===== config.mk =====
export PLATFORM = sky130hd
export DESIGN_NAME = finv_seq
export DESIGN_NICKNAME = d
export VERILOG_FILES = /design/src/rtl/finv_seq.sv
export SDC_FILE = /design/constraint.sdc
export NUM_CORES = 1
export LEC_CHECK = 0
export ABC_CLOCK_PERIOD_IN_PS = 5190
export BUFFER_PORTS_ARGS = -buffer_cell sky130_fd_sc_hd__buf_2
export CORE_ASPECT_RATIO = 0.8
export CORE_MARGIN = 3
export CORE_UTILIZATION = 35
export CTS_CLUSTER_SIZE = 20
export DETAILED_ROUTE_END_ITERATION = 8
export PLACE_DENSITY = 0.58
export SYNTH_ARGS = -nofsm -noshare
export SYNTH_HDL_FRONTEND = slang
export SYNTH_SLANG_ARGS = --single-unit
export TNS_END_PERCENT = 30

===== constraint.sdc =====
create_clock -name clk -period 5.19 [get_ports clk]
set_input_delay 0.7785 -clock clk [delete_from_list [all_inputs] [get_ports clk]]
set_output_delay 0.7785 -clock clk [all_outputs]
set_load 0.03 [all_outputs]

===== src/rtl/finv_seq.sv =====
// finv_seq: multi-cycle IEEE-754 single reciprocal (y = 1/x, RNE) with a restoring divider.
// Optional macro FINV_SEQ_FAST_SPECIAL_EN lets zero/denormal/inf/NaN/power-of-two operands skip DIV.
module finv_seq #(
  parameter int R = 1
) (
  input  logic        clk,
  input  logic        rst,
  input  logic        in_valid,
  output logic        in_ready,
  input  logic [31:0] x,
  output logic        out_valid,
  input  logic        out_ready,
  output logic [31:0] y,
  output logic        ovf,
  output logic        udf
);
  localparam int DIV_CYCLES = 26 / R;
  localparam int CNT_W      = 5;

  typedef enum logic [1:0] {S_IDLE, S_DIV, S_ROUND, S_DONE} state_t;

  state_t           r_state, w_next;
  logic [31:0]      r_x;
  logic [23:0]      r_rem;
  logic [24:0]      r_q;
  logic [CNT_W-1:0] r_cnt;
  logic             r_out_valid, r_ovf, r_udf;
  logic [31:0]      r_y;

  logic             w_accept, w_skip_div;
  logic             w_s;
  logic [7:0]       w_e;
  logic [22:0]      w_m;
  logic [23:0]      w_mant;
  logic [24:0]      w_p;
  logic [23:0]      w_rem_nxt;
  logic [24:0]      w_q_nxt;
  logic             w_guard, w_sticky, w_rnd;
  logic [23:0]      w_mant_r;
  logic [7:0]       w_exp_div;
  logic [31:0]      w_y;
  logic             w_ovf, w_udf;

  assign in_ready  = (r_state == S_IDLE) & ~rst;
  assign w_accept  = in_valid & in_ready;
  assign out_valid = r_out_valid;
  assign y         = r_y;
  assign ovf       = r_ovf;
  assign udf       = r_udf;

`ifdef FINV_SEQ_FAST_SPECIAL_EN
  assign w_skip_div = (x[30:23] == 8'd0) | (x[30:23] == 8'hFF) | (x[22:0] == 23'd0);
`else
  assign w_skip_div = 1'b0;
`endif

  assign w_s    = r_x[31];
  assign w_e    = r_x[30:23];
  assign w_m    = r_x[22:0];
  assign w_mant = {1'b1, w_m};

  // R restoring steps per cycle; q[25] is always 1 for m != 0, so only q[24:0] is kept.
  always_comb begin
    // NOTE: every always_comb output gets a default first so no path can infer a latch.
    w_rem_nxt = r_rem;
    w_q_nxt   = r_q;
    w_p       = '0;
    for (int i = 0; i < R; i++) begin
      w_p = {w_rem_nxt, 1'b0};
      if (w_p >= {1'b0, w_mant}) begin
        w_p     = w_p - {1'b0, w_mant};
        w_q_nxt = {w_q_nxt[23:0], 1'b1};
      end else begin
        w_q_nxt = {w_q_nxt[23:0], 1'b0};
      end
      w_rem_nxt = w_p[23:0];
    end
  end

  assign w_guard   = r_q[1];
  assign w_sticky  = r_q[0] | (|r_rem);
  assign w_rnd     = w_guard & (w_sticky | r_q[2]);
  assign w_mant_r  = {1'b0, r_q[24:2]} + {23'd0, w_rnd};
  assign w_exp_div = 8'd253 - w_e + {7'd0, w_mant_r[23]};

  always_comb begin
    w_y   = {w_s, w_exp_div, w_mant_r[22:0]};
    w_ovf = 1'b0;
    w_udf = 1'b0;
    if (w_e == 8'd0) begin
      w_y   = {w_s, 8'hFF, 23'd0};
      w_ovf = 1'b1;
    end else if (w_e == 8'hFF) begin
      w_y = (w_m == 23'd0) ? {w_s, 31'd0} : 32'h7FC0_0000;
    end else if (w_m == 23'd0) begin
      w_y   = {w_s, 8'd254 - w_e, 23'd0};
      w_udf = (w_e == 8'd254);
    end else if (w_e >= 8'd253) begin
      w_y   = {w_s, 31'd0};
      w_udf = 1'b1;
    end
  end

  always_ff @(posedge clk) begin
    if (rst) r_state <= S_IDLE;
    else     r_state <= w_next;
  end

  always_comb begin
    w_next = r_state;
    case (r_state)
      S_IDLE:  if (w_accept) w_next = w_skip_div ? S_ROUND : S_DIV;
      S_DIV:   if (r_cnt == '0) w_next = S_ROUND;
      S_ROUND: w_next = S_DONE;
      S_DONE:  if (r_out_valid && out_ready) w_next = S_IDLE;
      default: w_next = S_IDLE;
    endcase
  end

  // Result registers: out_valid rises one cycle after DONE is entered.
  always_ff @(posedge clk) begin
    if (rst) begin
      r_out_valid <= 1'b0;
      r_y         <= '0;
      r_ovf       <= 1'b0;
      r_udf       <= 1'b0;
    end else begin
      if (r_state == S_ROUND) begin
        r_y   <= w_y;
        r_ovf <= w_ovf;
        r_udf <= w_udf;
      end
      if ((r_state == S_DONE) && !r_out_valid) r_out_valid <= 1'b1;
      else if (r_out_valid && out_ready)       r_out_valid <= 1'b0;
    end
  end

  // NOTE: datapath registers carry no reset; they are always loaded on accept before being read.
  always_ff @(posedge clk) begin
    if (w_accept) begin
      r_x   <= x;
      r_rem <= 24'h80_0000;
      r_q   <= '0;
      r_cnt <= CNT_W'(DIV_CYCLES - 1);
    end else if (r_state == S_DIV) begin
      r_rem <= w_rem_nxt;
      r_q   <= w_q_nxt;
      r_cnt <= r_cnt - CNT_W'(1);
    end
  end

endmodule


==> flow_summary.rst, run 1 <==
.. list-table::
   :header-rows: 1

   * - Metric
     - Value
   * - First drt pass iteration count
     - 5
   * - Dominant combinational cell family by area after synthesis
     - simple AND/OR/NAND/NOR gates
   * - Final worst slack
     - 1.93 ns
   * - Post-placement setup slack
     - 1.98 ns
   * - Largest fanout on the critical path
     - 23
   * - Chip width
     - 161 µm
   * - Area overhead of the layout relative to synthesis
     - 18.0%
   * - Post-synth design cell area
     - 6710 µm²
   * - Share of flip-flops with an asynchronous set or reset after synthesis
     - 0
   * - DRT iter0 DRCs
     - 316
   * - Endpoint kind of the worst setup timing path
     - flip-flop
   * - Endpoint arrival time on the critical path
     - 3.51 ns
   * - Unrepaired setup endpoints after global routing
     - false
   * - Slack of the worst reg-to-reg path
     - 1.93 ns
   * - Type of element launching the critical path
     - flip-flop
   * - DP HPWL
     - 11200 µm
   * - Actual slew at the worst max-slew pin
     - 1.12 ns
   * - Worst Hold Launch
     - y[31]
   * - Final min period
     - 3.26 ns
   * - Post CTS Setup Buffer Count
     - 0
   * - Number of placed I/O pins
     - 72
   * - Highest achievable clock rate
     - 307 MHz
   * - Number of pins exceeding their max-slew limit in the final report
     - 0
   * - Die area
     - 20900 µm²
   * - Complex-gate fraction of the synthesized area
     - 0.167
   * - Required arrival time at the worst endpoint
     - 5.44 ns
   * - Number of violations of the max-capacitance limit
     - 0
   * - Switching component of the power
     - 1.70 mW
   * - Number of standard cells after synthesis
     - 740
   * - Internal power
     - 2.69 mW
   * - Part of the power in the clock network
     - 0.281
   * - Total number of placement rows
     - 44
   * - Sequential-to-total area share from yosys stat
     - 0.414
   * - Worst min-delay path class
     - reg2reg
   * - Total of buffers placed on input and output ports
     - 71
   * - Largest net degree at the start of global routing
     - 62
   * - Post_cts resized
     - 0
   * - Clk pin slew, worst setup/hold paths
     - 0.06 ns
   * - Worst skew pair latency
     - 0.42 ns
   * - Routed Antenna Nets
     - 0
   * - Vias in the first global route
     - 5026
   * - Area of the core region
     - 18500 µm²
   * - First-pass GRT wire length
     - 25700 µm
   * - Class of the most critical setup path
     - reg2reg
   * - Combinational Power Share
     - 0.404
   * - Final routed wirelength across all metal layers
     - 15900 µm
   * - Diodes inserted
     - 0
   * - Global route total overflow
     - 0
   * - Post-CTS Hold Fix Bufs
     - 0
   * - Startpoint of the most critical register-to-register path
     - r_x[4]
   * - Sum of negative setup slack
     - 0 ns
   * - Leakage power
     - 3.28 nW
   * - Routability Congestion
     - 0.879
   * - Net count reported at finish
     - 877
   * - Flops & latches, synth
     - 123
   * - Pwr dens
     - 555 nW/µm²
   * - Synth Warn #
     - 0
   * - Status
     - finished, final reports clean
   * - Max-slew headroom at the worst pin
     - 0.244
   * - Primary flip-flop cell chosen by synthesis mapping
     - sky130_fd_sc_hd__dfxtp_1
   * - CTS sink count
     - 123
   * - Reg2reg path depth
     - 11
   * - Number of remaining DRC errors
     - 0
   * - Share of synthesized cell area in and, or, nand and nor gates
     - 0.177
   * - Sequential Power Share
     - 0.315
   * - End of the worst register-to-register path
     - r_rem[18]
   * - Final-report setup violation count
     - 0
   * - Number of flops mapped to enable cells by yosys
     - 32
   * - Fraction of layout instances using a drive strength above 1
     - 0.158
   * - Initial Util
     - 0.363
   * - Clock buffer depth
     - 2
   * - GR Util All Layers
     - 0.153
   * - Vertical extent of the die
     - 130 µm
   * - Wire per inst
     - 14.8 µm
   * - TritonCTS clock tree
     - done
   * - Clock root cell
     - sky130_fd_sc_hd__clkbuf_16
   * - Sw frac
     - 0.387
   * - Most frequent standard cell in the layout excluding fill and tap cells
     - sky130_fd_sc_hd__dfxtp_1
   * - Adder-cell share of the synthesized area
     - 0.0719
   * - Parity-gate share of the synthesized area counting xor and xnor cells
     - 0.0561
   * - Number of antenna violations at the first check in global routing
     - 0
   * - Routed vias/inst
     - 5.10
   * - Number of distinct library cells after synthesis
     - 69
   * - Min-Delay Path Depth
     - 2
   * - Worst clock skew
     - 0.0106 ns
   * - CTS H-Tree Depth
     - 4
   * - Share of synthesized area spent on multiplexers
     - 0.0660
   * - Total number of vias
     - 5453
   * - Count of endpoints failing hold in the final timing report
     - 0
   * - Num CTS Buffers
     - 17
   * - Share of the cycle needed by the critical path after routing
     - 0.628
   * - Syn_nets
     - 814
   * - Maximum vdd drop
     - 253 µV
   * - Leading cell types in the layout, fill and taps excluded
     - 91 x sky130_fd_sc_hd__dfxtp_1, 90 x sky130_fd_sc_hd__nor2_1, 71 x sky130_fd_sc_hd__buf_2
   * - Hold Path End
     - y[31]
   * - Mapped Avg Cell Area
     - 9.07 µm²
==> metal layers <==
layer  GRT usage  vias up  part of all wire
li1            -     2812                 -
met1       0.222     2525              0.52
met2       0.229      102              0.44
met3      0.0324       14             0.036
met4      0.0486        0             0.010
met5           0        -                 0
==> final cells by class <==
class                   count  area (µm²)
clock buffers              22         528
flip-flops and latches    123        2780
well taps                 253         317
fillers                  1858       10600
clock inverters            10        98.8
inverters                  44         165
repair buffers             78         408
multi-input cells         539        3620
==> flip-flops by register name, indices dropped and copies added (netlist names) <==
register and count:
r_x 32, y 32, r_q 25, r_rem 24
r_cnt 5, r_state 2, out_valid 1, ovf 1
udf 1
==> stage by stage <==
step | cells | area, µm² | total power [mW] | hold WS (ns) | util
2_1_floorplan | 740 | 6710 | 2.77 | 0.458 | -
3_3_place_gp | 1037 | 7300 | 3.16 | 0.452 | 0.394
5_1_grt | 1069 | 7920 | 4.70 | 0.506 | 0.428
6_report | 1069 | 7920 | 4.39 | 0.464 | 0.428
3_5_place_dp | 1037 | 7300 | 3.16 | 0.461 | 0.394
4_1_cts | 1069 | 7920 | 4.42 | 0.470 | 0.428
==> worst max path at each step <==
stage          slack [ns]  cells past startpoint   endpoint   start
2_1_floorplan        1.93                      5     r_x[0]     rst
5_1_grt              1.64                     11  r_rem[14]  r_x[4]
3_5_place_dp         1.98                     11  r_rem[18]  r_x[4]
3_3_place_gp         2.02                     11  r_rem[13]  r_x[4]
6_report             1.93                     11  r_rem[18]  r_x[4]
4_1_cts              1.95                     11  r_rem[18]  r_x[4]
==> critical path, stage by stage (launching register included) <==
cell and delay, ns:
sky130_fd_sc_hd__edfxtp_1 0.36, sky130_fd_sc_hd__inv_1 0.06, sky130_fd_sc_hd__ha_1 0.35, sky130_fd_sc_hd__a21oi_1 0.29
sky130_fd_sc_hd__o211ai_1 0.15, sky130_fd_sc_hd__o21ai_1 0.21, sky130_fd_sc_hd__nand3_1 0.13, sky130_fd_sc_hd__a41o_1 0.29
sky130_fd_sc_hd__a41oi_2 0.51, sky130_fd_sc_hd__buf_4 0.41, sky130_fd_sc_hd__mux2i_1 0.24, sky130_fd_sc_hd__a21oi_1 0.08
==> cell usage after synthesis (12+ instances only) <==
cell type                  count  share of area
sky130_fd_sc_hd__a21oi_1      47          0.035
sky130_fd_sc_hd__a22oi_1      23          0.026
sky130_fd_sc_hd__clkbuf_1     24          0.013
sky130_fd_sc_hd__dfxtp_1      91           0.27
sky130_fd_sc_hd__edfxtp_1     32           0.14
sky130_fd_sc_hd__ha_1         37          0.069
sky130_fd_sc_hd__inv_1        43          0.024
sky130_fd_sc_hd__mux2i_1      42          0.063
sky130_fd_sc_hd__nand2_1      49          0.027
sky130_fd_sc_hd__nand3_1      19          0.014
sky130_fd_sc_hd__nor2_1       90          0.050
sky130_fd_sc_hd__nor3_1       16          0.012
sky130_fd_sc_hd__nor4_1       12          0.011
sky130_fd_sc_hd__o21ai_0      36          0.027
sky130_fd_sc_hd__xnor2_1      26          0.034
sky130_fd_sc_hd__xor2_1       17          0.022
==> power by group through the flow <==
stage	Sequential, mW	Clock (mW)	Combinational, mW
after floorplan	1.38	0	1.39
after global placement	1.40	0	1.76
after detailed placement	1.40	0	1.76
after CTS	1.38	1.26	1.77
after global routing	1.41	1.30	1.98
final	1.39	1.23	1.77
==> cell families after synthesis <==
group | count (synthesis)
adders and majority gates | 38
and+or+nand+nor | 245
muxes | 44
xor gates and xnor gates | 43
buffers and inverters | 78
AOI/OAI and AO/OA | 169
DFF | 123
Note: power is estimated with default switching activity, not from simulation.
==> run 2: changes to the inputs <==
--- a/config.mk
+++ b/config.mk
@@ -5,7 +5,7 @@
 export SDC_FILE = /design/constraint.sdc
 export NUM_CORES = 1
 export LEC_CHECK = 0
-export ABC_CLOCK_PERIOD_IN_PS = 5190
+export ABC_CLOCK_PERIOD_IN_PS = 3000
 export BUFFER_PORTS_ARGS = -buffer_cell sky130_fd_sc_hd__buf_2
 export CORE_ASPECT_RATIO = 0.8
 export CORE_MARGIN = 3
==> constraint.sdc (replaced) <==
create_clock -name clk -period 3 [get_ports clk]
set_input_delay 0.45 -clock clk [delete_from_list [all_inputs] [get_ports clk]]
set_output_delay 0.45 -clock clk [all_outputs]
set_load 0.03 [all_outputs]
==> flow_summary.rst, run 2 (synthesis results as in run 1) <==
.. list-table::
   :header-rows: 1

   * - Metric
     - Value
   * - Filler Cells Inserted
     - 1888 (+1.6%)
   * - Highest achievable clock rate
     - 360 MHz (+17%)
   * - Most frequent standard cell in the layout excluding fill and tap cells
     - sky130_fd_sc_hd__dfxtp_1
   * - Num CTS Buffers
     - 17 (unchanged)
   * - Worst clock skew
     - 0.0117 ns (+0.00112 ns)
   * - Clock root cell
     - sky130_fd_sc_hd__clkbuf_16
   * - Maximum vdd drop
     - 373 µV (+48%)
   * - Number of pins exceeding their max-slew limit in the final report
     - 0 (unchanged)
   * - Min-Delay Path Depth
     - 1 (-1)
   * - Initial Util
     - 0.363 (unchanged)
   * - Leading cell types in the layout, fill and taps excluded
     - 91 x sky130_fd_sc_hd__dfxtp_1, 90 x sky130_fd_sc_hd__nor2_1, 71 x sky130_fd_sc_hd__buf_2
   * - Hold Path End
     - r_x[26]
   * - Worst skew pair latency
     - 0.41 ns (about the same)
   * - Wire per inst
     - 14.6 µm (-1.7%)
   * - Leakage power
     - 3.34 nW (+1.9%)
   * - Total instance count after detailed placement
     - 1054 (+1.6%)
   * - Routability Congestion
     - 0.896 (+1.9%)
   * - Largest fanout on the critical path
     - 19 (-17%)
   * - Diodes inserted
     - 0 (unchanged)
   * - Vertical extent of the die
     - 130 µm (unchanged)
   * - Reg2reg path depth
     - 11 (unchanged)
   * - Routed Antenna Nets
     - 0 (unchanged)
   * - First-pass GRT wire length
     - 26000 µm (+1.5%)
   * - Hold_ws
     - 0.208 ns (-0.255 ns)
   * - Number of violations of the max-capacitance limit
     - 0 (unchanged)
   * - Final min period
     - 2.78 ns (-0.481 ns)
   * - Largest net degree at the start of global routing
     - 45 (-27%)
   * - Area overhead of the layout relative to synthesis
     - 19.4%
   * - Post-placement setup slack
     - 0.152 ns (-1.82 ns)
   * - Slowest library cell on the worst path
     - sky130_fd_sc_hd__ha_1
   * - Core occupancy in the finished layout
     - 0.433 (+0.00487)
   * - Area of the core region
     - 18500 µm² (unchanged)
   * - Endpoint arrival time on the critical path
     - 3.07 ns (-0.44 ns)
   * - Global route total overflow
     - 0 (unchanged)
   * - Pwr dens
     - 934 nW/µm² (+68%)
   * - TritonCTS clock tree
     - done
   * - Total number of placement rows
     - 44 (unchanged)
   * - Die area
     - 20900 µm² (unchanged)
   * - Fraction of layout instances using a drive strength above 1
     - 0.180 (+0.0220)
   * - CTS sink count
     - 123 (unchanged)
   * - Slack of the worst reg-to-reg path
     - 0.22 ns (-1.71 ns)
   * - CTS H-Tree Depth
     - 4 (unchanged)
   * - DRT iter0 DRCs
     - 365 (+16%)
   * - Required arrival time at the worst endpoint
     - 3.29 ns (-2.15 ns)
   * - Routed vias/inst
     - 5.11 (+0.13%)
   * - Endpoint kind of the worst setup timing path
     - flip-flop
   * - Actual slew at the worst max-slew pin
     - 0.871 ns (-0.254 ns)
   * - Post-CTS Hold Fix Bufs
     - 0 (unchanged)
   * - Final routed wirelength across all metal layers
     - 15800 µm (-0.13%)
   * - Clk pin slew, worst setup/hold paths
     - 0.06 ns (about the same)
   * - Unrepaired setup endpoints after global routing
     - false
   * - Number of placed I/O pins
     - 72 (unchanged)
   * - GR Util All Layers
     - 0.154 (+0.000970)
   * - Status
     - finished, final reports clean
   * - Sum of negative setup slack
     - 0 ns (unchanged)
   * - End of the worst register-to-register path
     - r_rem[13]
   * - DP HPWL
     - 11500 µm (+2.6%)
   * - Total number of vias
     - 5547 (+1.7%)
   * - Vias in the first global route
     - 5217 (+3.8%)
   * - Placed standard-cell area
     - 7440 µm² (+1.9%)
   * - Post-route total power
     - 7.48 mW (+70%)
   * - Class of the most critical setup path
     - reg2reg
   * - Max-slew headroom at the worst pin
     - 0.420 (+0.175)
   * - Post CTS Setup Buffer Count
     - 0 (unchanged)
   * - Number of remaining DRC errors
     - 0 (unchanged)
   * - Count of endpoints failing hold in the final timing report
     - 0 (unchanged)
   * - Chain of cells forming the critical path
     - inv_1, ha_1, a21oi_2, o211ai_1, o21ai_1, nand3_1, a41o_1, a41oi_2, buf_6, mux2i_1, a21oi_1
   * - Max stage delay on crit path
     - 0.36 ns (-0.15 ns)
   * - Clock buffer depth
     - 2 (unchanged)
   * - Net count reported at finish
     - 894 (+1.9%)
   * - Chip width
     - 161 µm (unchanged)
   * - Sum of buffers and inverters on the critical path
     - 2 (unchanged)
   * - Share of the cycle needed by the critical path after routing
     - 0.926 (+0.298)
   * - Startpoint of the most critical register-to-register path
     - r_x[4]
   * - First drt pass iteration count
     - 5 (unchanged)
   * - Type of element launching the critical path
     - flip-flop
   * - Final worst slack
     - 0.221 ns (-1.71 ns)
   * - Worst path top cell family by delay
     - compound AO/OA/AOI/OAI gates
   * - Final-report setup violation count
     - 0 (unchanged)
   * - Number of antenna violations at the first check in global routing
     - 0 (unchanged)
   * - Worst min-delay path class
     - in2reg
   * - Total of buffers placed on input and output ports
     - 71 (unchanged)
   * - Count of placed standard cells in the final layout, fillers left out
     - 1086 (+1.6%)
   * - Worst Hold Launch
     - x[26]
   * - Finished Cell Area
     - 8010 µm² (+1.1%)
[run 2: repair_timing]
| action | in CTS | in global routing |
|---|---|---|
| endpoints found under the setup margin | 0 | 15 |
| endpoints found under the hold margin | 0 | 0 |
| resized for setup | 0 | 5 |
[run 2: worst register-to-register path, cell delays in order (launching register included)]
cell	delay, ns
sky130_fd_sc_hd__edfxtp_1	0.35
sky130_fd_sc_hd__inv_1	0.06
sky130_fd_sc_hd__ha_1	0.36
sky130_fd_sc_hd__a21oi_2	0.22
sky130_fd_sc_hd__o211ai_1	0.13
sky130_fd_sc_hd__o21ai_1	0.23
sky130_fd_sc_hd__nand3_1	0.15
sky130_fd_sc_hd__a41o_1	0.31
sky130_fd_sc_hd__a41oi_2	0.30
sky130_fd_sc_hd__buf_6	0.24
sky130_fd_sc_hd__mux2i_1	0.23
sky130_fd_sc_hd__a21oi_1	0.08
[run 2: power breakdown]
part / switching (mW) / internal, mW
combinational: 1.84 / 1.38
sequential: 0.316 / 2.05
clock: 0.765 / 1.13
[run 2: final cells by class]
class	count	area [µm²]	area share
multi-input cells	539	3640	0.455
flip-flops and latches	123	2780	0.347
repair buffers	95	552	0.0689
clock buffers	19	464	0.0579
well taps	253	317	0.0395
inverters	44	165	0.0206
clock inverters	13	90.1	0.0112
[run 2: per-layer routing]
metal / wire, µm / GRT usage
met1: 8360 / 0.218
met2: 6910 / 0.234
met3: 495 / 0.0368
met4: 75 / 0.0455
met5: 0 / 0
[run 2: worst max-delay path by stage]
stage / from / end / cells after the start
after CTS: r_x[4] / r_rem[13] / 11
after global placement: r_x[4] / r_rem[16] / 11
final: r_x[4] / r_rem[13] / 11
after detailed placement: r_x[4] / r_rem[13] / 11
after global routing: r_x[7] / r_rem[5] / 11
after floorplan: rst / r_x[0] / 5
==> run 3: changes to the inputs <==
--- a/config.mk
+++ b/config.mk
@@ -6,13 +6,13 @@
 export NUM_CORES = 1
 export LEC_CHECK = 0
 export ABC_CLOCK_PERIOD_IN_PS = 3000
-export BUFFER_PORTS_ARGS = -buffer_cell sky130_fd_sc_hd__buf_2
 export CORE_ASPECT_RATIO = 0.8
 export CORE_MARGIN = 3
 export CORE_UTILIZATION = 35
 export CTS_CLUSTER_SIZE = 20
 export DETAILED_ROUTE_END_ITERATION = 8
-export PLACE_DENSITY = 0.58
+export DONT_BUFFER_PORTS = 1
+export PLACE_DENSITY = 0.55
 export SYNTH_ARGS = -nofsm -noshare
 export SYNTH_HDL_FRONTEND = slang
 export SYNTH_SLANG_ARGS = --single-unit
==> flow_summary.rst, run 3 (synthesis results as in run 1) <==
.. list-table::
   :header-rows: 1

   * - Metric
     - Value
   * - Net count reported at finish
     - 822 (-8.1%)
   * - Final min period
     - 2.84 ns (+0.0596 ns)
   * - Routed vias/inst
     - 5.29 (+3.5%)
   * - TritonCTS clock tree
     - done
   * - Most frequent standard cell in the layout excluding fill and tap cells
     - sky130_fd_sc_hd__dfxtp_1
   * - Slowest library cell on the worst path
     - sky130_fd_sc_hd__dfxtp_1
   * - Diodes inserted
     - 0 (unchanged)
   * - Number of pins exceeding their max-slew limit in the final report
     - 0 (unchanged)
   * - Unrepaired setup endpoints after global routing
     - false
   * - Share of the cycle needed by the critical path after routing
     - 0.946 (+0.0199)
   * - Worst clock skew
     - 0.00835 ns (-0.00338 ns)
   * - First-pass GRT wire length
     - 26700 µm (+2.5%)
   * - Required arrival time at the worst endpoint
     - 3.31 ns (+0.02 ns)
   * - Type of element launching the critical path
     - flip-flop
   * - Post CTS Setup Buffer Count
     - 0 (unchanged)
   * - Num CTS Buffers
     - 17 (unchanged)
   * - Most Frequent Cell on Critical Path
     - sky130_fd_sc_hd__ha_1
   * - Filler Cells Inserted
     - 1812 (-4.0%)
   * - Worst skew pair latency
     - 0.42 ns (about the same)
   * - Endpoint arrival time on the critical path
     - 3.15 ns (+0.08 ns)
   * - CTS sink count
     - 123 (unchanged)
   * - CTS H-Tree Depth
     - 4 (unchanged)
   * - Routed Antenna Nets
     - 0 (unchanged)
   * - End of the worst register-to-register path
     - y[27]
   * - Class of the most critical setup path
     - reg2reg
   * - Vias in the first global route
     - 5276 (+1.1%)
   * - Post-route total power
     - 7.50 mW (+0.24%)
   * - Count of placed standard cells in the final layout, fillers left out
     - 1014 (-6.6%)
   * - DRT iter0 DRCs
     - 460 (+26%)
   * - Hold_ws
     - 0.0979 ns (-0.110 ns)
   * - Max stage delay on crit path
     - 0.43 ns (+0.07 ns)
   * - DP HPWL
     - 11900 µm (+3.5%)
   * - Sum of negative setup slack
     - 0 ns (unchanged)
   * - Min-Delay Path Depth
     - 1 (unchanged)
   * - Wire per inst
     - 15.9 µm (+8.8%)
   * - Count of endpoints failing hold in the final timing report
     - 0 (unchanged)
   * - Fraction of layout instances using a drive strength above 1
     - 0.0946 (-0.0855)
   * - Pwr dens
     - 980 nW/µm² (+5.0%)
   * - Worst min-delay path class
     - in2reg
   * - Routability Congestion
     - 0.923 (+3.0%)
   * - Number of violations of the max-capacitance limit
     - 0 (unchanged)
   * - Area overhead of the layout relative to synthesis
     - 14.0%
   * - Clock buffer depth
     - 2 (unchanged)
   * - Number of antenna violations at the first check in global routing
     - 0 (unchanged)
   * - Final routed wirelength across all metal layers
     - 16100 µm (+1.6%)
   * - Largest net degree at the start of global routing
     - 36 (-20%)
   * - Leakage power
     - 3.00 nW (-10%)
   * - Initial Util
     - 0.363 (unchanged)
   * - Maximum vdd drop
     - 484 µV (+30%)
   * - Status
     - finished, final reports clean
   * - Total number of vias
     - 5360 (-3.4%)
   * - GR Util All Layers
     - 0.159 (+0.00548)
   * - Global route total overflow
     - 0 (unchanged)
   * - Total instance count after detailed placement
     - 982 (-6.8%)
   * - Final-report setup violation count
     - 0 (unchanged)
   * - Endpoint kind of the worst setup timing path
     - flip-flop
   * - Area of the core region
     - 18500 µm² (unchanged)
   * - Die area
     - 20900 µm² (unchanged)
   * - Leading cell types in the layout, fill and taps excluded
     - 91 x sky130_fd_sc_hd__dfxtp_1, 90 x sky130_fd_sc_hd__nor2_1, 49 x sky130_fd_sc_hd__nand2_1
   * - Startpoint of the most critical register-to-register path
     - r_q[7]
   * - Slack of the worst reg-to-reg path
     - 0.16 ns (-0.06 ns)
   * - Chain of cells forming the critical path
     - and3_1, nand4_1, nor3_1, nand3_1, nor2_1, ha_1, inv_1, ha_1, o21ai_0, a21oi_1, o311a_1, o221a_2
   * - First drt pass iteration count
     - 5 (unchanged)
   * - Total of buffers placed on input and output ports
     - 0 (-100%)
   * - Core occupancy in the finished layout
     - 0.414 (-0.0195)
   * - Max-slew headroom at the worst pin
     - 0.573 (+0.153)
   * - Total number of placement rows
     - 44 (unchanged)
   * - Vertical extent of the die
     - 130 µm (unchanged)
   * - Hold Path End
     - out_valid
   * - Clock root cell
     - sky130_fd_sc_hd__clkbuf_16
   * - Post-CTS Hold Fix Bufs
     - 0 (unchanged)
   * - Chip width
     - 161 µm (unchanged)
   * - Number of remaining DRC errors
     - 0 (unchanged)
   * - Critical path origin
     - r_q[7]
   * - Reg2reg path depth
     - 12 (+1)
   * - Largest fanout on the critical path
     - 6 (-13)
   * - Highest achievable clock rate
     - 352 MHz (-2.1%)
   * - Actual slew at the worst max-slew pin
     - 0.639 ns (-0.231 ns)
   * - Number of placed I/O pins
     - 72 (unchanged)
   * - Clk pin slew, worst setup/hold paths
     - 0.06 ns (about the same)
   * - Worst Hold Launch
     - rst
==> run 3: cell count changes in the layout (fill, tap and decap cells not counted), moves of 2 or more <==
cell | before | now
sky130_fd_sc_hd__buf_2 | 71 | 0
sky130_fd_sc_hd__clkbuf_1 | 0 | 2
sky130_fd_sc_hd__clkinv_2 | 5 | 1
sky130_fd_sc_hd__clkbuf_8 | 1 | 5
==> run 3: repair_timing <==
item / in CTS / in global routing
hold endpoints to repair: 0 / 0
endpoints found under the setup margin: 0 / 4
gates resized for setup: 0 / 0
==> run 3: critical path, delay by kind of cell, from the launching register on <==
family / cells / cell delay (ns)
AND/OR/NAND/NOR: 5 / 1.05
AO/OA/AOI/OAI: 4 / 0.65
adder cells (fa/ha/maj): 2 / 0.49
flip-flops: 1 / 0.43
buffers and inverters: 1 / 0.10
==> run 3: power by group <==
part	switching (mW)	internal [mW]	leakage, nW
logic	1.73	1.32	1.68
registers	0.422	2.06	1.04
clock network	0.748	1.22	0.282
total	2.90	4.60	3.00
==> run 3: how the worst max path moves through the flow <==
stage / end / slack (ns) / depth (start not counted)
CTS: y[27] / 0.17 / 12
global placement: y[29] / 0.23 / 7
detailed placement: r_state[1] / 0.22 / 7
global route: y[27] / 0.0009 / 12
floorplan: r_x[0] / 0.06 / 5
finish: y[27] / 0.16 / 12
==> run 3: metal layers <==
layer	global-route usage	vias up	wire, µm	share of wire
met5	0	-	0	0
met4	0.0627	0	281	0.017
met3	0.0505	22	857	0.053
met2	0.246	108	7140	0.44
met1	0.209	2535	7810	0.49
li1	-	2695	-	-
==> run 3: area by class of cell <==
class	count	area, µm²	area share
clock buffers	25	527	0.0688
clock inverters	7	52.6	0.00687
inverters	44	165	0.0216
multi-input cells	539	3620	0.474
flip-flops and latches	123	2780	0.364
well taps	253	317	0.0414
repair buffers	23	185	0.0242
==> run 3: through the flow <==
stage	worst slack (ns)	area [µm²]
global route	0.000871	7650
detailed placement	0.218	7070
floorplan	0.0646	6710
CTS	0.167	7650
global placement	0.229	7070
finish	0.162	7650
